`src/rtl/word_reader_pkg.sv`:
```
// -----------------------------------------------------------------------------
// word_reader_pkg
// Shared types for the word reader: the word-assembly state encoding, the
// identifiers of the recognised words, and a helper that maps a finished
// word state to its word identifier.
// -----------------------------------------------------------------------------
package word_reader_pkg;

    // Word-assembly state. EMPTY must stay at zero so that a cleared
    // register means "no letters collected yet".
    typedef enum logic [2:0] {
        EMPTY = 3'd0,
        S_I   = 3'd1,
        S_T   = 3'd2,
        S_IT  = 3'd3,
        S_IN  = 3'd4,
        S_TI  = 3'd5,
        S_TIN = 3'd6,
        BAD   = 3'd7
    } state_t;

    // Identifiers of the recognised words.
    localparam logic [1:0] WORD_NONE = 2'd0;
    localparam logic [1:0] WORD_IT   = 2'd1;
    localparam logic [1:0] WORD_IN   = 2'd2;
    localparam logic [1:0] WORD_TIN  = 2'd3;

    // Word identifier of a state at the moment a space closes the word.
    function automatic logic [1:0] word_of(input state_t s);
        case (s)
            S_IT:    word_of = WORD_IT;
            S_IN:    word_of = WORD_IN;
            S_TIN:   word_of = WORD_TIN;
            default: word_of = WORD_NONE;
        endcase
    endfunction

endpackage

```
`src/rtl/sat_counter.sv`:
```
// -----------------------------------------------------------------------------
// sat_counter
// Up-counter that increments by one on each cycle with inc high and holds at
// all-ones instead of wrapping.
//
// Ports:
//   clk    rising-edge clock
//   rst_n  asynchronous active-low reset, clears the count
//   inc    increment request for this cycle
//   count  current count (W bits)
// -----------------------------------------------------------------------------
module sat_counter #(
    parameter int W = 8
) (
    input  logic         clk,
    input  logic         rst_n,
    input  logic         inc,
    output logic [W-1:0] count
);

    localparam logic [W-1:0] ONE = {{(W-1){1'b0}}, 1'b1};

    always_ff @(posedge clk or negedge rst_n) begin
        if (!rst_n) begin
            count <= '0;
        end else if (inc && (count != '1)) begin
            count <= count + ONE;
        end
    end

endmodule

```
`src/rtl/word_reader.sv`:
```
// -----------------------------------------------------------------------------
// word_reader
// Assembles one-cycle letter strobes (I, T, N) into words separated by a
// space strobe, recognises "IT", "IN" and "TIN", pulses one output per
// recognised word and keeps a saturating count of recognised words.
//
// Strobe semantics: every input strobe is a single-cycle event sampled on
// the rising edge of clk; there is no back-pressure. A space edge first
// appends any same-edge letters, then evaluates the word and restarts from
// EMPTY, so a new word may begin on the very next edge.
//
// Ports:
//   clk         rising-edge clock
//   restart_n   asynchronous active-low reset
//   letter_i    strobe: letter I completed
//   letter_t    strobe: letter T completed
//   letter_n    strobe: letter N completed
//   space       strobe: word boundary
//   word_it     one-cycle pulse, "IT" recognised (cycle after the space edge)
//   word_in     one-cycle pulse, "IN" recognised
//   word_tin    one-cycle pulse, "TIN" recognised
//   word_count  saturating count of recognised words (COUNT_W bits)
//   err         [WORD_READER_ERR_EN only] pulse, non-empty unrecognised word
//   err_count   [WORD_READER_ERR_EN only] saturating count of err pulses
//
// Configuration macro: WORD_READER_ERR_EN adds err and err_count.
// -----------------------------------------------------------------------------
module word_reader
    import word_reader_pkg::*;
#(
    parameter int COUNT_W = 8
) (
    input  logic               clk,
    input  logic               restart_n,
    input  logic               letter_i,
    input  logic               letter_t,
    input  logic               letter_n,
    input  logic               space,
    output logic               word_it,
    output logic               word_in,
    output logic               word_tin,
    output logic [COUNT_W-1:0] word_count
`ifdef WORD_READER_ERR_EN
    ,
    output logic               err,
    output logic [COUNT_W-1:0] err_count
`endif
);

    state_t     state;
    state_t     state_next;
    state_t     after_letters;   // state once this edge's letters are appended
    logic       multi_letter;
    logic [1:0] word_id_next;
    logic       err_next;

    assign multi_letter = (letter_i & letter_t) | (letter_i & letter_n) |
                          (letter_t & letter_n);

    // State register.
    always_ff @(posedge clk or negedge restart_n) begin
        if (!restart_n) begin
            state <= EMPTY;
        end else begin
            state <= state_next;
        end
    end

    // Next state and the word decision for this edge.
    always_comb begin
        after_letters = state;
        state_next    = state;
        word_id_next  = WORD_NONE;
        err_next      = 1'b0;

        if (multi_letter) begin
            after_letters = BAD;
        end else if (letter_i | letter_t | letter_n) begin
            case (state)
                EMPTY:   after_letters = letter_i ? S_I :
                                         (letter_t ? S_T : BAD);
                S_I:     after_letters = letter_t ? S_IT :
                                         (letter_n ? S_IN : BAD);
                S_T:     after_letters = letter_i ? S_TI : BAD;
                S_TI:    after_letters = letter_n ? S_TIN : BAD;
                default: after_letters = BAD;
            endcase
        end

        if (space) begin
            word_id_next = word_of(after_letters);
            err_next     = (after_letters != EMPTY) && (word_of(after_letters) == WORD_NONE);
            state_next   = EMPTY;
        end else begin
            state_next   = after_letters;
        end
    end

    // Word pulses are registered so they appear in the cycle after the space.
    always_ff @(posedge clk or negedge restart_n) begin
        if (!restart_n) begin
            word_it  <= 1'b0;
            word_in  <= 1'b0;
            word_tin <= 1'b0;
        end else begin
            word_it  <= (word_id_next == WORD_IT);
            word_in  <= (word_id_next == WORD_IN);
            word_tin <= (word_id_next == WORD_TIN);
        end
    end

    // Counter updates on the same edge as the pulse register.
    sat_counter #(.W(COUNT_W)) u_word_count (
        .clk   (clk),
        .rst_n (restart_n),
        .inc   (word_id_next != WORD_NONE),
        .count (word_count)
    );

`ifdef WORD_READER_ERR_EN
    always_ff @(posedge clk or negedge restart_n) begin
        if (!restart_n) begin
            err <= 1'b0;
        end else begin
            err <= err_next;
        end
    end

    sat_counter #(.W(COUNT_W)) u_err_count (
        .clk   (clk),
        .rst_n (restart_n),
        .inc   (err_next),
        .count (err_count)
    );
`else
    // Without the error outputs the decision is simply not used.
    logic err_unused;
    assign err_unused = err_next;
`endif

endmodule

```
`config.mk`:
```
export PLATFORM = sky130hd
export DESIGN_NAME = word_reader
export DESIGN_NICKNAME = d
export VERILOG_FILES = /design/src/rtl/word_reader_pkg.sv /design/src/rtl/sat_counter.sv /design/src/rtl/word_reader.sv
export SDC_FILE = /design/constraint.sdc
export NUM_CORES = 1
export LEC_CHECK = 0
export ABC_CLOCK_PERIOD_IN_PS = 3450
export BUFFER_PORTS_ARGS = -buffer_cell sky130_fd_sc_hd__buf_4
export CAP_MARGIN = 20
export CORE_MARGIN = 1
export CORE_UTILIZATION = 48
export DETAILED_ROUTE_END_ITERATION = 8
export PLACE_DENSITY = 0.84
export SLEW_MARGIN = 20
export SYNTH_ARGS = -nofsm -noshare
export SYNTH_HDL_FRONTEND = slang
export SYNTH_SLANG_ARGS = --single-unit
```
`constraint.sdc`:
```
create_clock -name clk -period 3.45 [get_ports clk]
set_clock_uncertainty 0.1 [all_clocks]
set_input_delay 0.1725 -clock clk [delete_from_list [all_inputs] [get_ports clk]]
set_output_delay 0.1725 -clock clk [all_outputs]
set_load 0.01 [all_outputs]
```
### Word level (Yosys, flattened, before mapping)

Cells that the tools add are included.

| cells by class | value |
|---|---|
| add/subtract/negate cells | 1 |
| equality and inequality tests | 10 |
| muxes and demuxes | 12 |
| bitwise gates (word level) | 7 |
| reduce and logical (&&, ||, !) cells | 3 |

Operator list:

| kind | number |
|---|---|
| 3-bit 2-to-1 mux | 6 |
| 3-bit one-hot mux with 4 select lines | 1 |
| 3-bit == test, second input constant | 3 |
| 8-bit by 1-bit adder with 8-bit output, second input constant | 1 |
| 8-bit inequality test, second input constant | 1 |
| 3-bit by 2-bit == test with 1-bit output, second input constant | 2 |
| 2-bit 2-to-1 mux | 3 |
| 2-bit one-hot mux with 3 select lines | 1 |
| 2-bit == test, second input constant | 2 |
| 1-bit bitwise OR | 4 |
| 1-bit bitwise AND | 3 |
| 3-bit by 1-bit == test with 1-bit output, second input constant | 1 |
| 3-bit logical NOT | 1 |
| 2-bit by 1-bit == test with 1-bit output, second input constant | 1 |
| 2-bit nonzero test | 1 |
| 1-bit logical AND | 1 |
| 1-bit 2-to-1 mux | 1 |

| storage, ports and cells | value |
|---|---|
| bits in registers | 14 |
| input port bits | 6 |
| output and inout bits | 11 |
| word-level logic and storage cells | 38 |

### Longest topological paths before layout

| logic depth | value |
|---|---|
| depth after elaboration | 10 |
| gate-level depth with buffers | 6 |
| depth with buffers taken out | 6 |

### Hierarchy

From an unflattened synthesis, not the netlist that was laid out.

| unflattened totals | value |
|---|---|
| cells, all modules | 64 |
| area, all modules | 733.2 um^2 |

By module, submodules not included:

| module | times used | cells each | area an instance (um^2) | seq. area each (um^2) |
|---|---|---|---|---|
| sat_counter | 1 | 34 | 407.9 | 200.2 |
| word_reader | 1 | 30 | 325.3 | 150.1 |

### Worst setup path before layout

OpenSTA, ideal clock, no wires.

| path | value |
|---|---|
| kind | reg-to-reg |
| start | register u_word_count.count[0] |
| end | register u_word_count.count[1] |
| setup time | 128 ps |
| data arrival time | 1,717 ps |
| required time | 3,222 ps |
| setup slack | 1,505 ps |
| cell stages (with the launch flop) | 6 |
| buffers on the path | 0 |
| period minus slack after synthesis | 1,945 ps |
| path through | dfrtp_1 ha_1 and2_1 a311o_1 a21oi_4 mux2_1 |

| between the ends | value |
|---|---|
| word-level cells in the longest chain between the ends | 2 |
| elaborated cells on any way between the ends | 3 |
| classes of those cells | add/sub: 1; eq/ne: 1; reduce/logical: 1 |

RTL lines:

| item | line | source |
|---|---|---|
| start: declaration | sat_counter.sv:18 | `output logic [W-1:0] count` |
| start signal: assignment | sat_counter.sv:27 | `count <= count + ONE;` |
| branches (longest 2 deep; another with 8-bit by 1-bit adder with 8-bit output) | -- |  |

Several ways; the timed one is not identified.
A chain may end at the register's enable or synchronous reset.

### Worst setup path in the final report

Same ends and word-level chain as after synthesis.

==> flow_summary.toml <==
[setup_path]
crit_buf_inv = 0
cpLargestDelayFamily = "compound AO/OA/AOI/OAI gates"
critPathKind = "reg -> reg"
r2r_slack_ps = 1440
timing.rr.start = "u_word_count.count[0]"
crit_chain = "ha_1 > and2_1 > a311o_1 > a21oi_4 > mux2_1"
worstRegToRegCells = 5
arrival_ps = 2070
slowest_delay_ps = 430
crit_slowest_cell = "dfrtp_1"
required_ps = 3510
start_kind = "register"
r2r_end = "u_word_count.count[1]"
cp.depth = 5
cp_max_fo = 8
startpoint = "u_word_count.count[0]"
cp-endpoint = "u_word_count.count[1]"
end_kind = "register"

[detailed_routing]
route.met2.wl_um = 623
drtAntennaViolNets = 0
dr_total_vias = 533
drt-met1-wl_um = 579
drtIter0Drc = 11
drt-wirelength-per-cell_um = 12.8
wl_met3_um = 52
top_layer = "met4"
wl_um = 1260
vias_per_cell = 5.38
first_pass_iters = 4
drc = 0

[sta]
timing.final.hold_violations = 0
fin_crit_sh = 0.583
finalWorstSetupSlack_ps = 1440
worst_slew_pin_slew_ps = 373
setup_violations = 0
tns_ps = 0
rsz0062_at_grt = "no"
slew_headroom = 0.748
max_freq_mhz = 497
fin_crit_ps = 2010
slew_viol_final = 0

[placed_design]
placed_cell_area_um2 = 817
pre_cts_ws_ps = 1450
io_buffers = 16
gp_congestion = 0.670
dp_hpwl_um = 935

[power]
intPower_uw = 298
combPwrFrac = 0.220
p_seq_frac = 0.508
peakVddDrop_v = 0.000386
power_uw = 415
leakage_uw = 0.000401
power_density_nw_per_um2 = 475
swShare = 0.280
clkPwrFrac = 0.272
switching_power_uw = 116

[synth]
async_reset_ff_frac = 1.00
synthesis.instances = 62
yosysSeqAreaShare = 0.517
synth_area_per_cell_um2 = 10.9
synth_warnings = 0
syn-cell-area_um2 = 678
synth.distinct_cells = 26
syn-num-nets = 69
synth_seq_cells = 14
synth_edf_count = 0
synth_flop_cell = "dfrtp_1"

[min_path]
hold_path_class = "in -> reg"
min_path_cells = 2

[clocking]
root_buffer = "clkbuf_4"
numCtsBuffers = 3
clkSinkCount = 14
clk_pin_slew_ps = 80
clk_latency_ps = 270
htreeDepth = 1
cts_resized = 0
cts_tree = "done"
clk_path_buf_depth = 2

[floorplan]
row_count = 13
die_y_um = 39.6
ios = 17
die_w_um = 39.6
dieArea_um2 = 1570
initial_core_util = 0.521
core_um2 = 1300

[global_route]
antenna_found_initial = 0
grt_first_pass_wirelength_um = 2010
grt_pass1_vias = 496
grtUsageTotal = 0.201
grt_max_degree = 15
grt_overflow = 0

[finish]
diodes = 0
drive_above_1_share = 0.286
final_area_um2 = 873
utilization = 0.671
nets = 92
fillerInstances = 120
area_delta_synth_final_pct = 28.8

[outcome]
status = "finished, final reports clean"

[job]
maxCapViolations = 0
## kinds of logic (layout without fill, tap and decap cells)
| group | Yosys count | in the layout | synth area share |
|---|---|---|---|
| XOR/XNOR | 7 | 7 | 0.0904 |
| adder cells (fa/ha/maj) | 1 | 1 | 0.0184 |
| buffers and inverters | 1 | 23 | 0.00553 |
| AO/OA/AOI/OAI | 10 | 10 | 0.113 |
| flip-flops | 14 | 14 | 0.517 |
| AND/OR/NAND/NOR | 28 | 28 | 0.240 |
| multiplexers | 1 | 1 | 0.0166 |
## metal layers
metal	vias up	global-route usage
met5	-	0
met4	0	0.129
met3	2	0.0341
met2	14	0.344
met1	252	0.226
li1	265	-
## worst min-delay path by stage
stage,start,to,slack (ps)
after floorplan,restart_n,state[0],-220
after detailed placement,restart_n,word_tin,-70
after CTS,letter_t,word_in,20
after global routing,letter_t,word_in,40
final,letter_t,word_in,20
after global placement,restart_n,word_in,-70
## flip-flops by register name, indices dropped and copies added, names as in the netlist
name	cells
word_it	1
word_tin	1
word_in	1
state	3
u_word_count.count	8
## cells in the final DEF, fill, tap and decap left out, drive strengths merged
master        n
and3          2
clkbuf        4
mux2          1
xor2          1
inv           1
a211oi        1
nor2          7
a311o         1
dfrtp        14
nor3          3
and4          1
nand3         4
buf          16
nand2b        2
nand2         2
a21oi         5
nor4b         1
dlygate4sd3   2
o21ai         2
and4bb        1
a211o         1
ha            1
nor4          1
nand4         1
and2          2
xnor2         6
nand3b        1
## synth_stat cells, drive strengths merged, types with 2 or more instances
library cell	n	area, µm²
xnor2	6	52.6
and2	2	12.5
nor3	3	15.0
a21oi	5	40.0
nor2	7	26.3
nand2b	2	12.5
dfrtp	14	350
nand2	2	7.51
nand3	4	20.0
and3	2	12.5
o21ai	2	10.0
## final cells by class
type	instances	area (µm²)	share of cell area
Sequential cell	14	350	0.401
Multi-Input combinational cell	47	324	0.371
Timing Repair Buffer	18	140	0.160
Clock buffer	4	36.3	0.0415
Tap cell	15	18.8	0.0215
Inverter	1	3.75	0.00430
## power by group through the flow
stage / combinational (µW) / clock (µW) / sequential [µW]
after detailed placement: 90.9 / 0 / 213
final: 91.1 / 113 / 211
after CTS: 93.0 / 117 / 210
after global placement: 88.5 / 0 / 209
after global routing: 102 / 122 / 214
after floorplan: 36.9 / 0 / 217
## per-stage QoR
| stage | hold slack [ps] | instances |
|---|---|---|
| final | 24.8 | 99 |
| after global routing | 35.6 | 99 |
| after CTS | 18.0 | 99 |
| after detailed placement | -72.5 | 93 |
| after global placement | -70.8 | 93 |
| after floorplan | -223 | 62 |
## repair_timing
item | in CTS | in global routing
setup buffers | 0 | 0
hold buffers | 2 | 0
hold endpoints to repair | 16 | 0
No activity file was read; power rests on OpenSTA's default activity.
